--- src/rtl/vga_scan_out.sv ---
`default_nettype none
// ============================================================================
// Module   : vga_scan_out
// Purpose  : VGA timing generator and two-stage pixel scan-out producing the
//            packed {hsync, vsync, R, G, B} bus. Optional colour-bar generator
//            enabled by defining VGA_SCAN_TESTPATTERN_EN.
// Revision : 1.0 - initial release
// ============================================================================
module vga_scan_out #(
    parameter int COLOR_W  = 4,
    parameter int H_ACTIVE = 640,
    parameter int H_FP     = 16,
    parameter int H_SYNC   = 96,
    parameter int H_BP     = 48,
    parameter int V_ACTIVE = 480,
    parameter int V_FP     = 10,
    parameter int V_SYNC   = 2,
    parameter int V_BP     = 33,
    parameter int SYNC_POL = 0
) (
    input  logic                                              clk,
    input  logic                                              reset,
    output logic                                              pix_req,
    output logic [$clog2(H_ACTIVE+H_FP+H_SYNC+H_BP)-1:0]      pix_x,
    output logic [$clog2(V_ACTIVE+V_FP+V_SYNC+V_BP)-1:0]      pix_y,
    input  logic [3*COLOR_W-1:0]                              pix_data,
    input  logic                                              pix_valid,
    input  logic                                              test_mode,
    input  logic                                              underflow_clr,
    output logic                                              frame_start,
    output logic                                              underflow,
    output logic [3*COLOR_W+1:0]                              vgaData
);

    localparam int H_TOTAL = H_ACTIVE + H_FP + H_SYNC + H_BP;
    localparam int V_TOTAL = V_ACTIVE + V_FP + V_SYNC + V_BP;
    localparam int HW      = $clog2(H_TOTAL);
    localparam int VW      = $clog2(V_TOTAL);
    localparam int PW      = 3 * COLOR_W;

    localparam logic [31:0] c_H_ACT  = 32'(H_ACTIVE);
    localparam logic [31:0] c_H_SS   = 32'(H_ACTIVE + H_FP);
    localparam logic [31:0] c_H_SE   = 32'(H_ACTIVE + H_FP + H_SYNC);
    localparam logic [31:0] c_H_LAST = 32'(H_TOTAL - 1);
    localparam logic [31:0] c_V_ACT  = 32'(V_ACTIVE);
    localparam logic [31:0] c_V_SS   = 32'(V_ACTIVE + V_FP);
    localparam logic [31:0] c_V_SE   = 32'(V_ACTIVE + V_FP + V_SYNC);
    localparam logic [31:0] c_V_LAST = 32'(V_TOTAL - 1);
    localparam logic        c_SYNC_ON = (SYNC_POL != 0);

    logic [HW-1:0]   h_cnt_q, h_cnt_d;
    logic [VW-1:0]   v_cnt_q, v_cnt_d;
    logic [31:0]     w_h32, w_v32;
    logic            w_h_wrap;
    logic            w_active, w_hsync, w_vsync, w_tm;
    logic            s1_active_q, s1_hsync_q, s1_vsync_q;
    logic [PW-1:0]   w_color;
    logic            w_uf_set;
    logic            underflow_q, underflow_d;
    logic [PW+1:0]   vga_q, vga_d;

`ifdef VGA_SCAN_TESTPATTERN_EN
    logic [2:0]      w_bar;
    logic [2:0]      s1_bar_q;
    logic            s1_tp_q;

    assign w_tm = test_mode;

    // bar = floor(x*8/H_ACTIVE), formed by counting crossed bar boundaries
    always_comb begin
        w_bar = 3'd0;
        for (int i = 1; i < 8; i++) begin
            if ((w_h32 * 32'd8) >= 32'(i * H_ACTIVE)) w_bar = w_bar + 3'd1;
        end
    end
`else
    logic            w_unused_tm;
    assign w_unused_tm = test_mode;
    assign w_tm        = 1'b0;
`endif

    assign w_h32 = 32'(h_cnt_q);
    assign w_v32 = 32'(v_cnt_q);

    always_comb begin
        w_h_wrap = (w_h32 == c_H_LAST);
        h_cnt_d  = w_h_wrap ? '0 : h_cnt_q + HW'(1);
        v_cnt_d  = v_cnt_q;
        if (w_h_wrap) v_cnt_d = (w_v32 == c_V_LAST) ? '0 : v_cnt_q + VW'(1);
    end

    assign w_active = (w_h32 < c_H_ACT) && (w_v32 < c_V_ACT);
    assign w_hsync  = ((w_h32 >= c_H_SS) && (w_h32 < c_H_SE)) ? c_SYNC_ON : ~c_SYNC_ON;
    assign w_vsync  = ((w_v32 >= c_V_SS) && (w_v32 < c_V_SE)) ? c_SYNC_ON : ~c_SYNC_ON;

    assign pix_req     = w_active && !w_tm && !reset;
    assign frame_start = (h_cnt_q == '0) && (v_cnt_q == '0) && !reset;
    assign pix_x       = h_cnt_q;
    assign pix_y       = v_cnt_q;

    // Stage 1 holds the attributes of the pixel whose data returns this cycle
    always_comb begin
        w_color = '0;
`ifdef VGA_SCAN_TESTPATTERN_EN
        if (s1_tp_q) begin
            if (s1_active_q)
                w_color = {{COLOR_W{s1_bar_q[2]}}, {COLOR_W{s1_bar_q[1]}}, {COLOR_W{s1_bar_q[0]}}};
        end else
`endif
        if (s1_active_q && pix_valid) w_color = pix_data;
    end

`ifdef VGA_SCAN_TESTPATTERN_EN
    assign w_uf_set = s1_active_q && !pix_valid && !s1_tp_q;
`else
    assign w_uf_set = s1_active_q && !pix_valid;
`endif

    // A new underflow in the same cycle as a clear must not be lost
    always_comb begin
        underflow_d = underflow_q;
        if (w_uf_set)           underflow_d = 1'b1;
        else if (underflow_clr) underflow_d = 1'b0;
        vga_d = {s1_hsync_q, s1_vsync_q, w_color};
    end

    always_ff @(posedge clk) begin
        if (reset) begin
            h_cnt_q     <= '0;
            v_cnt_q     <= '0;
            s1_active_q <= 1'b0;
            s1_hsync_q  <= ~c_SYNC_ON;
            s1_vsync_q  <= ~c_SYNC_ON;
            underflow_q <= 1'b0;
            vga_q       <= {~c_SYNC_ON, ~c_SYNC_ON, {PW{1'b0}}};
        end else begin
            h_cnt_q     <= h_cnt_d;
            v_cnt_q     <= v_cnt_d;
            s1_active_q <= w_active;
            s1_hsync_q  <= w_hsync;
            s1_vsync_q  <= w_vsync;
            underflow_q <= underflow_d;
            vga_q       <= vga_d;
        end
    end

`ifdef VGA_SCAN_TESTPATTERN_EN
    always_ff @(posedge clk) begin
        if (reset) begin
            s1_tp_q  <= 1'b0;
            s1_bar_q <= 3'd0;
        end else begin
            s1_tp_q  <= w_tm;
            s1_bar_q <= w_bar;
        end
    end
`endif

    assign underflow = underflow_q;
    assign vgaData   = vga_q;

endmodule
`default_nettype wire

--- config.mk ---
export PLATFORM = sky130hd
export DESIGN_NAME = vga_scan_out
export DESIGN_NICKNAME = d
export VERILOG_FILES = /design/src/rtl/vga_scan_out.sv
export SDC_FILE = /design/constraint.sdc
export NUM_CORES = 1
export LEC_CHECK = 0
export ABC_AREA = 0
export ABC_CLOCK_PERIOD_IN_PS = 2270
export CORE_MARGIN = 3
export CORE_UTILIZATION = 46
export CTS_BUF_LIST = sky130_fd_sc_hd__clkbuf_8
export CTS_CLUSTER_SIZE = 8
export DETAILED_ROUTE_END_ITERATION = 8
export HOLD_SLACK_MARGIN = 0.03
export PLACE_DENSITY = 0.81
export SLEW_MARGIN = 30
export SYNTH_ARGS = -nofsm -noshare
export SYNTH_HDL_FRONTEND = slang
export SYNTH_SLANG_ARGS = --single-unit
--- constraint.sdc ---
create_clock -name clk -period 2.27 [get_ports clk]
set_input_delay 0.454 -clock clk [delete_from_list [all_inputs] [get_ports clk]]
set_output_delay 0.454 -clock clk [all_outputs]
set_load 0.01 [all_outputs]
Yosys cells after proc, flatten, opt, wreduce, memory -nomap -nowiden

Index checks and enable logic that the tools add are counted.

Register bits after elaboration: 38
Logic and storage cells: 39

Add/subtract/negate cells: 2
$lt $le $gt $ge: 6
Eq/ne operators: 2
Multiplexer cells: 5
Bitwise logic cells: 1
Reductions and logical operators: 15

Operators by type and width:

| kind                                                                           | count |
|---|---|
| 10-bit by 1-bit adder with 10-bit output (second input constant)               | 2 |
| 10-bit equality test (second input constant)                                   | 2 |
| 10-bit logical NOT                                                             | 2 |
| 10-bit less-than comparator (second input constant)                            | 2 |
| 10-bit by 9-bit less-than comparator with 1-bit output (second input constant) | 2 |
| 10-bit >= comparator (second input constant)                                   | 1 |
| 10-bit by 9-bit >= comparator with 1-bit output (second input constant)        | 1 |
| 10-bit two-way mux                                                             | 1 |
| 1-bit logical AND                                                              | 8 |
| 1-bit two-way mux                                                              | 4 |
| 2-bit OR reduction                                                             | 2 |
| 1-bit logical NOT                                                              | 2 |
| 2-bit nonzero test                                                             | 1 |
| 1-bit inverter                                                                 | 1 |

Logic depth before layout (Yosys ltp)

Word-level depth: 3
Gate-level depth with buffers: 6
Gate-level depth less buffers: 6

Least setup slack after synthesis

Ideal clock, no wire load.

Path kind: register to output
From: register h_cnt_q[5] (netlist: pix_x[5])
To: output frame_start
Arrival time: 1500 ps
Required time: 1816 ps
Slack: 316 ps
Cell stages (with the launch flop): 4
Path buffers: 1
Cell sequence: dfxtp_1 -> clkbuf_1 -> or4_2 -> nor4_1

Longest elaborated chain between the ends: 3

RTL lines:

| item                           | line | text |
|---|---|---|
| from (decl)                    | 51   | `logic [HW-1:0] h_cnt_q, h_cnt_d;` |
| from (signal assigned)         | 137  | `h_cnt_q <= h_cnt_d;` |
| 10-bit logical NOT             | 97   | `assign frame_start = (h_cnt_q == '0) && (v_cnt_q == '0) && !reset;` |
| 1-bit logical AND (2 in a row) | 97   |  |
| to (decl)                      | 30   | `output logic frame_start,` |

No other way between the ends.

Final worst setup path

From: input reset
To: output frame_start

Longest elaborated chain between the ends: 2

RTL lines:

| item              | line | text |
|---|---|---|
| from (decl)       | 22   | `input logic reset,` |
| 1-bit logical NOT | 97   |  |
| 1-bit logical AND | 97   |  |

No other way between the ends.

==> summary.md <==
| Metric | Value |
|---|---|
| Status | finished clean |
| Global placement routability congestion | 0.8449 |
| Critical Path Source | reset |
| Critical Path RT | 1.82 ns |
| Cell Rows | 20 |
| Post-Synth XOR/XNOR Area | 7.865% |
| Mean number of vias per cell | 5.153 |
| Clock sink total | 38 |
| WL per Instance | 13.80 um |
| I/O pin count | 54 |
| Switching share of power | 21.57% |
| Most frequent cells in the layout | 50 x clkdlybuf4s50_1, 38 x dfxtp_1, 21 x buf_4, 20 x nor2_1, 12 x and2_1 |
| Int Power | 989.7 uW |
| P per Cell Area | 529.7 nW/um^2 |
| CP peak stage delay | 0.44 ns |
| # DRC | 0 |
| Postcts setup bufs | 0 |
| Synth top area share | 48.80% |
| FF-to-FF Start | pix_x[0] |
| CTS tree | yes |
| Placeable Area | 3153 sq um |
| Gr ovfl total | 0 |
| Die Wd | 64.22 um |
| Post-synthesis net count | 190 |
| Post-Synth Simple-Gate Area | 33.39% |
| Critical Path Start Type | input port |
| Final worst path period share | 94.05% |
| Complex-gate fraction of the synthesized area | 3.531% |
| Adder-cell area share of the yosys netlist | 3.210% |
| Detailed Place HPWL | 2992 um |
| PnR Total Power | 1.262 mW |
| 1st-iter DRT viols | 60 |
| Final Core Density | 75.56% |
| R2R cell count | 6 |
| Relative slew margins | 62.47% |
| Cts bufs inserted | 5 |
| DRT Pass-1 Iters | 4 |
| Grt peak-use layer | met2 |
| Hold_sp | s1_hsync_q |
| Die height | 64.22 um |
| I/O Buffers | 52 |
| Crit path max fanout | 2 |
| RSZ-0062 raised after global routing | false |
| Clock latency on the worst-skew pair | 0.28 ns |
| Psw | 272.2 uW |
| Register bit total from synthesis | 38 |
| Final Max Tran Viols | 0 |
| Post-synth EDFFs | 0 |
| Diode count | 0 |
| Max Cap Violations | 0 |
| Critical Path, Cell by Cell | clkdlybuf4s50_1, nor3_2, nand4_1, nor4_2, clkbuf_2 |
| Final setup vio count | 0 |
| Total die area | 4124 sq um |
| Global-route wire length before repair | 6672 um |
| Antenna-violating nets left | 0 |
| Logic gate share of total power | 8.6% |
| Worst-margin pin slew | 0.5609 ns |
| Global-route met3 utilization | 5.624% |
| Synth area leader | dfxtp_1 |
| Hold Path Class | reg2reg |
| Met1 Use GR | 23.99% |
| Overall routed net length | 3975 um |
| Share of layout cells above drive strength 1 | 16.80% |
| Starting Density | 49.44% |
| Critical Path AT | 1.68 ns |
| FF-to-FF End | pix_y[9] |
| Register area share after synthesis | 48.80% |
| Largest family of logic cells by synthesized area | simple AND/OR/NAND/NOR gates |
| Post-synth ARST share | 0% |
| Post-Synthesis Cells | 169 |
| Clock transition at the registers of the reported paths | 0.07 ns |
| Routed vias | 1,484 |
| Crit path capture | frame_start |
| Mapped Avg Cell Area | 9.225 sq um |
| Final #Nets | 264 |
| Most common cell after layout, fill and taps aside | clkdlybuf4s50_1 |
| Fmax | 0.4684 GHz |
| Vias in the first global route | 1,458 |
| Crit path kind | in2out |
| CTS max path bufs | 2 |
| Top post-synthesis cells by area | dfxtp_1 49%, and2_1 4.8%, nor2_1 4.8% |
| Critical path endpoint category | output port |
| Clock Power Share | 37.1% |
| Post-synthesis mux area share | 0% |
| Min-Delay Path Depth | 1 |
| Slowest CP cell | clkdlybuf4s50_1 |
| Largest net degree at the start of global routing | 13 |
| Hold buffer count at cts | 0 |
| Dominant synthesized flop cell | dfxtp_1 |
| Library cells used by synthesis | 33 |
| Fin Clk Skew | 0.007391 ns |
| Leakage | 0.9103 nW |
| Part of the power in registers | 54.3% |
| Mapped Area | 1559 sq um |
| Tmin final | 2.135 ns |
| Initial antenna violation count | 0 |
| R2r setup slk | 0.15 ns |
| Root buffer cell | clkbuf_8 |
| Met2 Use GR | 35.74% |
| Area grow syn2layout | 52.81% |
| Total GRT Usage | 20.61% |
| Final Hold Fails | 0 |
| H-tree levels | 2 |
| Peak VDD IR | 0.2919 mV |
| Synth Warn # | 0 |
worst max-delay path: cells and delay by family:
family	cells	cell delay, ns
buf+inv	2	0.61
simple gates	3	0.61
state kept, by name (all words and copies together) (netlist names):
signal	cells
underflow	1
s1_vsync_q	1
pix_y	10
pix_x	10
vgaData	14
s1_active_q	1
s1_hsync_q	1
metrics by stage:
step           hold WS, ns  setup TNS (ns)  std cells  setup WS [ns]  cell area, sq um
2_1_floorplan       0.3895               0        169         0.3162              1559
3_3_place_gp        0.3930         -0.3120        280        -0.2844              2261
3_5_place_dp        0.3940         -0.3440        280        -0.2932              2261
4_1_cts             0.4112               0        288        0.07416              2371
5_1_grt             0.4281               0        288        0.01058              2382
6_report            0.4117               0        288         0.1350              2382
power groups by stage:
stage | clock [mW] | sequential (mW) | combinational [mW]
global route | 0.521 | 0.686 | 0.119
CTS | 0.481 | 0.685 | 0.107
finish | 0.468 | 0.685 | 0.109
global placement | 0 | 0.699 | 0.102
detailed placement | 0 | 0.701 | 0.106
floorplan | 0 | 0.707 | 0.0289
Yosys cell counts, types with 3 or more instances:
library cell / n
dfxtp_1: 38
nor2_1: 20
and2_1: 12
nand3_1: 11
nand2_1: 8
xnor2_1: 8
nand4_1: 6
xor2_1: 6
a21oi_1: 5
inv_1: 5
nor4_1: 5
and3_1: 4
clkbuf_1: 4
ha_1: 4
nand2b_1: 4
nor3_1: 4
o21ai_0: 3
or3_1: 3
per-layer routing:
metal  vias up  wire (um)  share of wire, %
met5         -          0                 0
met4         0         45               1.1
met3         6        215               5.4
met2        51       2094                53
met1       706       1620                41
li1        721          -                 -
kinds of logic after synthesis:
group / after synthesis
and+or+nand+nor: 92
adders and majority gates: 4
buffers and inverters: 11
xor gates and xnor gates: 14
AOI/OAI and AO/OA: 10
DFF: 38
timing repair:
item	in CTS	in global routing
pin swaps	0	2
gates resized for setup	5	5
endpoints found under the setup margin	2	1
worst min-delay path by stage:
stage                              to  slack, ns
after floorplan           vgaData[12]       0.39
after global placement    vgaData[12]       0.39
after detailed placement  vgaData[13]       0.39
after CTS                 vgaData[13]       0.41
after global routing      vgaData[12]       0.43
final                     vgaData[13]       0.41
area by class of cell:
cell class / count / area, sq um
clock inverters: 2 / 12.51
flip-flops and latches: 38 / 760.7
clock buffers: 6 / 82.58
repair buffers: 73 / 671.9
inverters: 5 / 18.77
fillers: 237 / 770.7
well taps: 44 / 55.05
multi-input cells: 120 / 780.7
No activity file was read; power rests on OpenSTA's default activity.
